### config.mk
export PLATFORM = sky130hd
export DESIGN_NAME = rmii_frame_tx
export DESIGN_NICKNAME = d
export VERILOG_FILES = /design/src/rtl/eth_tx_pkg.sv /design/src/rtl/eth_crc32.sv /design/src/rtl/rmii_frame_tx.sv
export SDC_FILE = /design/constraint.sdc
export NUM_CORES = 1
export LEC_CHECK = 0
export ABC_AREA = 1
export BUFFER_PORTS_ARGS = -buffer_cell sky130_fd_sc_hd__clkbuf_2
export CORE_MARGIN = 4
export CORE_UTILIZATION = 50
export DETAILED_ROUTE_END_ITERATION = 10
export GPL_ROUTABILITY_DRIVEN = 1
export GPL_TIMING_DRIVEN = 0
export PLACE_DENSITY = 0.67
export SYNTH_ARGS = -nofsm -noshare
export SYNTH_HDL_FRONTEND = slang
export SYNTH_SLANG_ARGS = --single-unit
### constraint.sdc
create_clock -name ref_clk -period 2.4 [get_ports ref_clk]
set_input_delay 0.48 -clock ref_clk [delete_from_list [all_inputs] [get_ports ref_clk]]
set_output_delay 0.48 -clock ref_clk [all_outputs]
set_load 0.05 [all_outputs]
### src/rtl/eth_tx_pkg.sv
// eth_tx_pkg: shared types, constants and CRC-32 byte update for the Ethernet TX path.
`timescale 1ns/1ps
`default_nettype none
package eth_tx_pkg;

  typedef enum logic [2:0] {
    ST_IDLE     = 3'd0,
    ST_PREAMBLE = 3'd1,
    ST_SFD      = 3'd2,
    ST_DATA     = 3'd3,
    ST_PAD      = 3'd4,
    ST_FCS      = 3'd5,
    ST_IFG      = 3'd6
  } tx_state_t;

  localparam logic [7:0]  PREAMBLE_BYTE = 8'h55;
  localparam logic [7:0]  SFD_BYTE      = 8'hD5;
  localparam logic [31:0] CRC_POLY      = 32'hEDB88320;
  localparam logic [31:0] CRC_INIT      = 32'hFFFFFFFF;

  // Reflected CRC-32, one byte per call, LSB of the data byte first.
  function automatic logic [31:0] crc32_byte(input logic [31:0] crc, input logic [7:0] data);
    logic [31:0] c;
    c = crc ^ {24'h000000, data};
    for (int i = 0; i < 8; i++) begin
      c = c[0] ? ((c >> 1) ^ CRC_POLY) : (c >> 1);
    end
    return c;
  endfunction

endpackage
`default_nettype wire

### src/rtl/eth_crc32.sv
// eth_crc32: byte-wide CRC-32 accumulator with synchronous clear.
`timescale 1ns/1ps
`default_nettype none
module eth_crc32
  import eth_tx_pkg::*;
(
  input  logic        clk,
  input  logic        rst_n,
  input  logic        clear,
  input  logic        enable,
  input  logic [7:0]  data,
  output logic [31:0] crc
);

  always_ff @(posedge clk or negedge rst_n) begin
    if (!rst_n) begin
      crc <= CRC_INIT;
    end else if (clear) begin
      crc <= CRC_INIT;
    end else if (enable) begin
      crc <= crc32_byte(crc, data);
    end
  end

endmodule
`default_nettype wire

### src/rtl/rmii_frame_tx.sv
// rmii_frame_tx: byte stream to RMII/MII frame (preamble, SFD, pad, FCS, IFG).
`timescale 1ns/1ps
`default_nettype none
module rmii_frame_tx
  import eth_tx_pkg::*;
#(
  parameter int TXD_W          = 2,
  parameter int PREAMBLE_BYTES = 7,
  parameter int MIN_PAYLOAD    = 60,
  parameter int FCS_EN         = 1,
  parameter int IFG_BYTES      = 12
) (
  input  logic             ref_clk,
  input  logic             rst_n,
  input  logic [7:0]       s_data,
  input  logic             s_valid,
  input  logic             s_last,
  output logic             s_ready,
  output logic [TXD_W-1:0] tx_d,
  output logic             tx_e,
  output logic             busy_o,
  output logic             done_o,
  output logic             underrun_o
);

  localparam int               SPB      = 8 / TXD_W;
  localparam int               SYM_W    = (SPB > 1) ? $clog2(SPB) : 1;
  localparam logic [SYM_W-1:0] SYM_LAST = SYM_W'(SPB - 1);
  localparam logic [7:0]       PRE_LAST = 8'(PREAMBLE_BYTES - 1);
  localparam logic [7:0]       IFG_LAST = 8'(IFG_BYTES - 1);
  localparam logic [10:0]      MIN_CNT  = 11'(MIN_PAYLOAD);

  tx_state_t        state;
  logic [SYM_W-1:0] sym_cnt;
  logic [7:0]       byte_cnt;
  logic [7:0]       shreg;
  logic [10:0]      count;
  logic [10:0]      count_inc;
  logic             last_flag;
  logic [31:0]      crc;
  logic [31:0]      fcs;
  logic [7:0]       nxt_byte;
  logic             last_sym;
  logic             accept;
  logic             start;
  logic             pad_byte;

  assign last_sym  = (sym_cnt == SYM_LAST);
  assign s_ready   = last_sym && ((state == ST_SFD) || (state == ST_DATA && !last_flag));
  assign accept    = s_ready && s_valid;
  // A waiting frame leaves IFG directly into PREAMBLE so back-to-back frames lose no cycle.
  assign start     = s_valid && ((state == ST_IDLE) ||
                     (state == ST_IFG && last_sym && byte_cnt == IFG_LAST));
  assign pad_byte  = last_sym && (count < MIN_CNT) &&
                     ((state == ST_PAD) || (state == ST_DATA && last_flag));
  assign count_inc = (count == 11'h7FF) ? count : count + 11'd1;
  assign fcs       = ~crc;

  eth_crc32 u_crc (
    .clk    (ref_clk),
    .rst_n  (rst_n),
    .clear  (start),
    .enable (accept || pad_byte),
    .data   (accept ? s_data : 8'h00),
    .crc    (crc)
  );

  always_comb begin
    nxt_byte = 8'h00;
    case (state)
      ST_IDLE, ST_IFG:         nxt_byte = PREAMBLE_BYTE;
      ST_PREAMBLE:             nxt_byte = (byte_cnt == PRE_LAST) ? SFD_BYTE : PREAMBLE_BYTE;
      ST_SFD, ST_DATA, ST_PAD: nxt_byte = accept ? s_data : (pad_byte ? 8'h00 : fcs[7:0]);
      ST_FCS: begin
        case (byte_cnt[1:0])
          2'd0:    nxt_byte = fcs[15:8];
          2'd1:    nxt_byte = fcs[23:16];
          2'd2:    nxt_byte = fcs[31:24];
          default: nxt_byte = 8'h00;
        endcase
      end
      default:                 nxt_byte = 8'h00;
    endcase
  end

  always_ff @(posedge ref_clk or negedge rst_n) begin
    if (!rst_n) begin
      state      <= ST_IDLE;
      sym_cnt    <= '0;
      byte_cnt   <= 8'h00;
      shreg      <= 8'h00;
      count      <= 11'd0;
      last_flag  <= 1'b0;
      tx_d       <= '0;
      tx_e       <= 1'b0;
      busy_o     <= 1'b0;
      done_o     <= 1'b0;
      underrun_o <= 1'b0;
    end else begin
      done_o     <= 1'b0;
      underrun_o <= 1'b0;
      if (start) begin
        state     <= ST_PREAMBLE;
        sym_cnt   <= '0;
        byte_cnt  <= 8'h00;
        count     <= 11'd0;
        last_flag <= 1'b0;
        tx_e      <= 1'b1;
        busy_o    <= 1'b1;
        tx_d      <= nxt_byte[TXD_W-1:0];
        shreg     <= nxt_byte >> TXD_W;
      end else if (state != ST_IDLE && !last_sym) begin
        sym_cnt <= sym_cnt + 1'b1;
        tx_d    <= shreg[TXD_W-1:0];
        shreg   <= shreg >> TXD_W;
      end else if (state != ST_IDLE) begin
        sym_cnt <= '0;
        case (state)
          ST_PREAMBLE: begin
            byte_cnt <= byte_cnt + 8'd1;
            if (byte_cnt == PRE_LAST) state <= ST_SFD;
            tx_d  <= nxt_byte[TXD_W-1:0];
            shreg <= nxt_byte >> TXD_W;
          end
          ST_SFD, ST_DATA, ST_PAD: begin
            if (accept) begin
              state     <= ST_DATA;
              count     <= count_inc;
              last_flag <= s_last;
              tx_d      <= nxt_byte[TXD_W-1:0];
              shreg     <= nxt_byte >> TXD_W;
            end else if (pad_byte) begin
              state <= ST_PAD;
              count <= count_inc;
              tx_d  <= nxt_byte[TXD_W-1:0];
              shreg <= nxt_byte >> TXD_W;
            end else if (state == ST_SFD || (state == ST_DATA && !last_flag)) begin
              state      <= ST_IFG;
              byte_cnt   <= 8'h00;
              tx_e       <= 1'b0;
              tx_d       <= '0;
              shreg      <= 8'h00;
              underrun_o <= 1'b1;
            end else if (FCS_EN != 0) begin
              state    <= ST_FCS;
              byte_cnt <= 8'h00;
              tx_d     <= nxt_byte[TXD_W-1:0];
              shreg    <= nxt_byte >> TXD_W;
            end else begin
              state    <= ST_IFG;
              byte_cnt <= 8'h00;
              tx_e     <= 1'b0;
              tx_d     <= '0;
              shreg    <= 8'h00;
              done_o   <= 1'b1;
            end
          end
          ST_FCS: begin
            if (byte_cnt == 8'd3) begin
              state    <= ST_IFG;
              byte_cnt <= 8'h00;
              tx_e     <= 1'b0;
              tx_d     <= '0;
              shreg    <= 8'h00;
              done_o   <= 1'b1;
            end else begin
              byte_cnt <= byte_cnt + 8'd1;
              tx_d     <= nxt_byte[TXD_W-1:0];
              shreg    <= nxt_byte >> TXD_W;
            end
          end
          ST_IFG: begin
            if (byte_cnt == IFG_LAST) begin
              state  <= ST_IDLE;
              busy_o <= 1'b0;
            end else begin
              byte_cnt <= byte_cnt + 8'd1;
            end
          end
          default: state <= ST_IDLE;
        endcase
      end
    end
  end

endmodule
`default_nettype wire

== After elaboration in Yosys (flattened, before gate mapping) ==
Index checks and enable logic that the tools add are counted.

* Input port bits: 12
* Output and inout bits: 7
* Word-level logic and storage cells: 176
* Flip-flop bits (word level): 71

* Equal/unequal tests: 21
* Multiplexer cells: 90
* Add/subtract/negate cells: 3
* Reductions and logical operators: 39
* Bitwise operators: 10
* $lt $le $gt $ge: 1

{| class="wikitable"
|+ Operators by type and width
! kind !! number
|-
| 2-to-1 mux 32 bit || 10
|-
| 2-to-1 mux 8 bit || 14
|-
| NOT 13 -> 14 bit || 8
|-
| 2-to-1 mux 11 bit || 7
|-
| one-hot mux 8 bit (4 select lines) || 2
|-
| one-hot mux 8 bit (3 select lines) || 2
|-
| NOT 32 bit || 1
|-
| bitwise XOR 32 x 8 -> 32 bit || 1
|-
| 2-to-1 mux 1 bit || 29
|-
| 2-to-1 mux 2 bit || 12
|-
| 2-to-1 mux 6 bit || 4
|-
| 2-to-1 mux 3 bit || 7
|-
| inequality test 3 bit, second input constant || 6
|-
| one-hot mux 3 bit (4 select lines) || 1
|-
| AND reduction 4 bit || 3
|-
| nonzero test 2 bit || 6
|-
| nonzero test 3 bit || 4
|-
| adder 11 x 1 -> 11 bit, second input constant || 1
|-
| equality test 11 bit, second input constant || 1
|-
| < comparator 11 x 6 -> 1 bit, second input constant || 1
|-
| logical AND 1 bit || 10
|-
| nonzero test 5 bit || 2
|-
| equality test 3 bit, second input constant || 3
|-
| adder 8 x 1 -> 8 bit, second input constant || 1
|-
| 22 further kinds || 28
|}

== Depth between registers and ports, before layout ==
* Word-level depth: 25
* Mapped depth: 17
* Gate-level depth less buffers: 16

== By module ==
From an unflattened synthesis, not the netlist that was laid out.

* Cell total of the unflattened synthesis: 757
* Area total of the unflattened synthesis: 5246.3 µm²

{| class="wikitable"
|+ Modules (own cells, without submodules)
! module !! area an instance (µm²) !! cells an instance !! instances !! sequential area each (µm²)
|-
| rmii_frame_tx || 2761.4 || 409 || 1 || 925.9
|-
| eth_crc32 || 2484.9 || 348 || 1 || 840.8
|}

== Least setup slack after synthesis ==
OpenSTA, ideal clock, no wires.

* Path kind: reg2reg
* Start: register sym_cnt[0]
* End: register u_crc.crc[20]
* Setup time: 0.077 ns
* Path slack: 0.413 ns
* Cell stages (with the launch flop): 13
* Period minus slack after synthesis: 1.987 ns
* Arrival: 1.910 ns
* Data required time: 2.323 ns
* Path buffers: 2
* Cell sequence: dfrtp_1 ha_1 buf_4 nand4_2 nor2_4 nand2_1 nand2_1 nand2_2 buf_12 xor2_1 or2_1 a21oi_1 nor2_1

* Cells in the longest elaborated chain, start to end: 20
* Elaborated cells between the ends (all ways): 29
* Those cells by class: 1 x eq/ne; 11 x mux; 7 x bitwise; 10 x reduce/logical

{| class="wikitable"
|+ RTL lines
! element !! line !! text
|-
| start: declaration || rmii_frame_tx.sv:34 || <nowiki>logic [SYM_W-1:0] sym_cnt;</nowiki>
|-
| start signal: assignment || rmii_frame_tx.sv:113 || <nowiki>sym_cnt <= sym_cnt + 1'b1;</nowiki>
|-
| equality test 2 bit * || rmii_frame_tx.sv:48 || <nowiki>assign last_sym = (sym_cnt == SYM_LAST);</nowiki>
|-
| logical AND 1 bit || rmii_frame_tx.sv:49 || <nowiki>assign s_ready = last_sym && ((state == ST_SFD) || (state == ST_DATA && !last_flag));</nowiki>
|-
| logical AND 1 bit || rmii_frame_tx.sv:50 || <nowiki>assign accept = s_ready && s_valid;</nowiki>
|-
| 2-to-1 mux 8 bit || rmii_frame_tx.sv:64 || <nowiki>.data (accept ? s_data : 8'h00),</nowiki>
|-
| bitwise XOR 32 x 8 -> 32 bit || eth_tx_pkg.sv:24 || <nowiki>c = crc ^ {24'h000000, data};</nowiki>
|-
| 2-to-1 mux 32 bit || eth_tx_pkg.sv:26 || <nowiki>c = c[0] ? ((c >> 1) ^ CRC_POLY) : (c >> 1);</nowiki>
|-
| NOT 13 -> 14 bit (no source line) || n/a ||
|-
| 2-to-1 mux 32 bit (2 in series) || eth_tx_pkg.sv:26 ||
|-
| [2 not listed] || n/a ||
|-
| NOT 13 -> 14 bit (no source line) || n/a ||
|-
| 2-to-1 mux 32 bit (2 in series) || eth_tx_pkg.sv:26 ||
|-
| NOT 13 -> 14 bit (no source line) || n/a ||
|-
| 2-to-1 mux 32 bit || eth_tx_pkg.sv:26 ||
|-
| NOT 13 -> 14 bit (no source line) || n/a ||
|-
| 2-to-1 mux 32 bit || eth_tx_pkg.sv:26 ||
|-
| 2-to-1 mux 32 bit || eth_crc32.sv:20 || <nowiki>end else if (enable) begin</nowiki>
|-
| 2-to-1 mux 32 bit || eth_crc32.sv:18 || <nowiki>end else if (clear) begin</nowiki>
|-
| end signal: assignment || eth_crc32.sv:21 || <nowiki>crc <= crc32_byte(crc, data);</nowiki>
|-
| end: declaration || eth_crc32.sv:12 || <nowiki>output logic [31:0] crc</nowiki>
|}

Mark *: on every way between the ends. The rest lies on a longest branch, timed or not. The select of a mux whose other input is x is not followed.
A chain may end at the register's enable or synchronous reset.

== Final worst setup path ==
* Start: register sym_cnt[0]
* End: register u_crc.crc[16]

* Cells in the longest elaborated chain, start to end: 18
* Elaborated cells between the ends (all ways): 26
* Those cells by class: 1 x eq/ne; 11 x mux; 4 x bitwise; 10 x reduce/logical

{| class="wikitable"
|+ RTL lines
! element !! line
|-
| equality test 2 bit * || rmii_frame_tx.sv:48
|-
| logical AND 1 bit || rmii_frame_tx.sv:49
|-
| logical AND 1 bit || rmii_frame_tx.sv:50
|-
| 2-to-1 mux 8 bit || rmii_frame_tx.sv:64
|-
| bitwise XOR 32 x 8 -> 32 bit || eth_tx_pkg.sv:24
|-
| 2-to-1 mux 32 bit (2 in series) || eth_tx_pkg.sv:26
|-
| NOT 13 -> 14 bit (no source line) || n/a
|-
| 2-to-1 mux 32 bit || eth_tx_pkg.sv:26
|-
| NOT 13 -> 14 bit (no source line) || n/a
|-
| 2-to-1 mux 32 bit || eth_tx_pkg.sv:26
|-
| NOT 13 -> 14 bit (no source line) || n/a
|-
| 2-to-1 mux 32 bit (4 in series) || eth_tx_pkg.sv:26
|-
| 2-to-1 mux 32 bit || eth_crc32.sv:20
|-
| 2-to-1 mux 32 bit || eth_crc32.sv:18
|}

Marks and branches as above.

==> results by group <==
Global routing
  – First-pass GRT wire length: 24.6 mm
  – Pin count of the biggest net entering global routing: 47
  – Initial antenna violation count: 0
  – GRT overflow: 0
  – Vias in the first global route: 4833
  – Gr usage total: 0.268

STA
  – Slew headroom: 0.496
  – PnR worst setup slack: 88.0 ps
  – Worst hold slack: between 50 and 60 ps
  – Max Slew Vio Count: 0
  – Slew @ Worst Pin: approximately 750 ps
  – Fmax: 433 MHz
  – Fin crit share: 0.963
  – Final hold viol count: 0
  – Final setup viols: 0
  – RSZ-0062 raised after global routing: true
  – Min cycle time layout: 2310 ps
  – Clk_skew: just under 9 ps

Finish
  – Multi-input gate area: 0.00298 mm^2
  – N_diodes: 0
  – Filler instances: 928
  – Register area: 0.00177 mm^2
  – Post-Layout Cell Count: 937
  – Fraction of layout cells with a size suffix above 1: 0.204
  – Commonest non-fill, non-tap cell in the layout: nand2_1
  – Synthesis-to-layout area growth: 14.6%
  – Nets: ~820
  – Most frequent cells in the layout: nand2_1, inv_1, nand3_1, nor2_1, dfrtp_1

Logic synthesis
  – Ys flop type: dfrtp_1
  – Synthesized cell area: 0.00514 mm^2
  – Post-synth ARST share: 1.00
  – Post-synthesis mux area share: 0
  – Synth Register Bits: 69
  – Post-Synth Simple-Gate Area: 0.381
  – Largest family of logic cells by synthesized area: simple AND/OR/NAND/NOR gates
  – Yosys cell types: between 40 and 50
  – Yosys top cell area share: 0.180
  – Yosys top cell by area: nand2_1
  – Mapped Avg Cell Area: just under 7 um^2
  – Post-Syn Nets: 768
  – Post-synth EDFFs: 0
  – Dominant cells by area after synthesis: nand2_1, dfrtp_1, dfstp_2, inv_1, nand3_1
  – Synth Area in XOR/XNOR: 0.0640
  – Sequential area share after synthesis: 0.344
  – Post-synthesis compound-gate area fraction: 0.0995
  – Syn Inst Count: 750
  – Synth warn: 0
  – Synth Area in Adders: 0.0146

Outcome
  – Status: finished, final reports clean

Floorplanning
  – Chip height: approximately 110 um
  – Die area: 0.0120 mm^2
  – Initial Util: 0.519
  – Chip Width: ~110 um
  – Cell Rows: 36
  – Std-Cell Core Area: ~0.0099 mm^2
  – # IOs: 19

Flow run
  – Max Cap Viol: 0

CTS
  – Clk slew on worst S/H paths: 80 ps
  – CTS tree: done
  – Clk sink count: 69
  – Clk Latency, worst-skew pair: 370 ps
  – Inserted Clock Buffers: 9
  – H-tree lvl count: 3
  – Hold Buf Count CTS: 0
  – Root buffer cell: clkbuf_8
  – CTS max path bufs: 2

Detailed routing
  – DR pass1 iterations: 5
  – Vias per cell: 5.52
  – Uppermost routed layer: met4
  – Met2 WL: 6.81 mm
  – 1st-iter DRT viols: 413
  – Post-route DRC: 0
  – Routed via count: 5172
  – WL per Instance: approximately 16 um
  – Post-route ant nets: 0
  – DRT met1 WL: 6.91 mm
  – DR WL met3: ~1.2 mm
  – Routed WL: between 15 and 20 mm

Critical path
  – Worst setup EP type: flip-flop
  – Critical path startpoint category: flip-flop
  – Worst-path maximum fanout: 6
  – Crit Path Class: flip-flop to flip-flop
  – Required @ worst endpoint: 2700 ps
  – Worst path arrival time: approximately 2600 ps

Power
  – Int Power: 3630 uW
  – Sw Ratio: 0.522
  – Flop pwr share: 0.254
  – P_sw: 3970 uW
  – Power Density: 1290 mW/mm^2
  – Power share of the clock group: 0.131
  – Pleak: 0.00291 uW
  – Peak VDD IR: 608 uV
  – Comb pwr share: 0.616

Worst hold path
  – Worst hold path class: input pin to asynchronous set/reset pin

Place
  – DP Cell Count: about 900
  – DPL Wire Length: 11.1 mm
  – DP Worst Slack: -138 ps
  – Port Buffer Count: 17
  – Gpl congestion: 0.880
-- layer usage --
layer | vias to the layer above | global-route usage
met1 | 2448 | 0.369
met2 | 208 | 0.414
met5 | - | 0
met3 | 28 | 0.0382
li1 | 2488 | -
met4 | 0 | 0.128
-- final timing paths --
kind | from | end | slack, ps | depth (start not counted)
setup / recovery | sym_cnt[0] | u_crc.crc[16] | 90 | 13
hold / removal | rst_n | underrun_o | 60 | 1
setup reg to reg | sym_cnt[0] | u_crc.crc[16] | 90 | 13
hold reg to reg | u_crc.crc[21] | u_crc.crc[21] | 490 | 2
max in group asynchronous | rst_n | u_crc.crc[29] | 1720 | 2
min in group ref_clk | s_last | last_flag | 340 | 3
-- registers in the layout, indices dropped and copies added, names as in the netlist --
name and cells:
sym_cnt 2, shreg 6, state 3, done_o 1
tx_e 1, byte_cnt 8, tx_d 2, count 11
u_crc.crc 32, last_flag 1, busy_o 1, underrun_o 1
-- through the flow --
step	util	TNS, ps	total power (uW)	area (um^2)
after floorplan	-	0	5030	5140
after global placement	0.544	-601	6060	5390
after detailed placement	0.547	-1370	6170	5420
after CTS	0.573	0	7230	5680
after global routing	0.595	-100	8170	5890
final	0.595	0	7600	5890
-- what timing repair did --
item | CTS | global route
pin swaps | 2 | 10
setup buffers | 4 | 16
resized for setup | 6 | 21
endpoints found under the setup margin | 26 | 56
-- final cells by class --
| class | count | share of cell area |
|---|---|---|
| Multi-Input combinational cell | 559 | 0.506 |
| Buffer | 16 | 0.0197 |
| Clock inverter | 7 | 0.0123 |
| Timing Repair Buffer | 38 | 0.0450 |
| Clock buffer | 9 | 0.0210 |
| Inverter | 106 | 0.0675 |
| Sequential cell | 69 | 0.300 |
| Tap cell | 133 | 0.0282 |
-- power by group through the flow --
stage	combinational, uW	clock (uW)	sequential (uW)
6_report	4680	993	1930
5_1_grt	5120	1070	1980
4_1_cts	4310	1010	1910
3_5_place_dp	4240	0	1930
3_3_place_gp	4140	0	1920
2_1_floorplan	3090	0	1950
-- critical path, stage by stage (launching register included) --
cell and delay, ps:
dfrtp_1 410, ha_1 220, buf_6 130, buf_4 160
buf_4 160, nand4_1 120, nand2_1 100, nand2_2 180
nand2_1 90, nand2_2 150, xor2_4 190, nor2_1 60
o21ai_1 200, inv_1 60
-- cells in the mapped netlist (5+ instances only) --
cell / n
nor3_1: 8
o22ai_1: 16
dfstp_2: 32
nor2_1: 57
ha_1: 6
dfrtp_1: 37
xor2_1: 24
a21oi_1: 11
buf_2: 8
nand3_1: 69
nand2_2: 23
inv_2: 5
inv_1: 101
nand2_1: 247
nand4_1: 8
o21ai_0: 36
-- cells by family after synthesis --
kind of cell / Yosys count
simple gates: 437
buf+inv: 122
xor+xnor: 32
fa+ha+maj: 6
compound gates: 84
flops: 69
(Power assumes the default switching activity.)
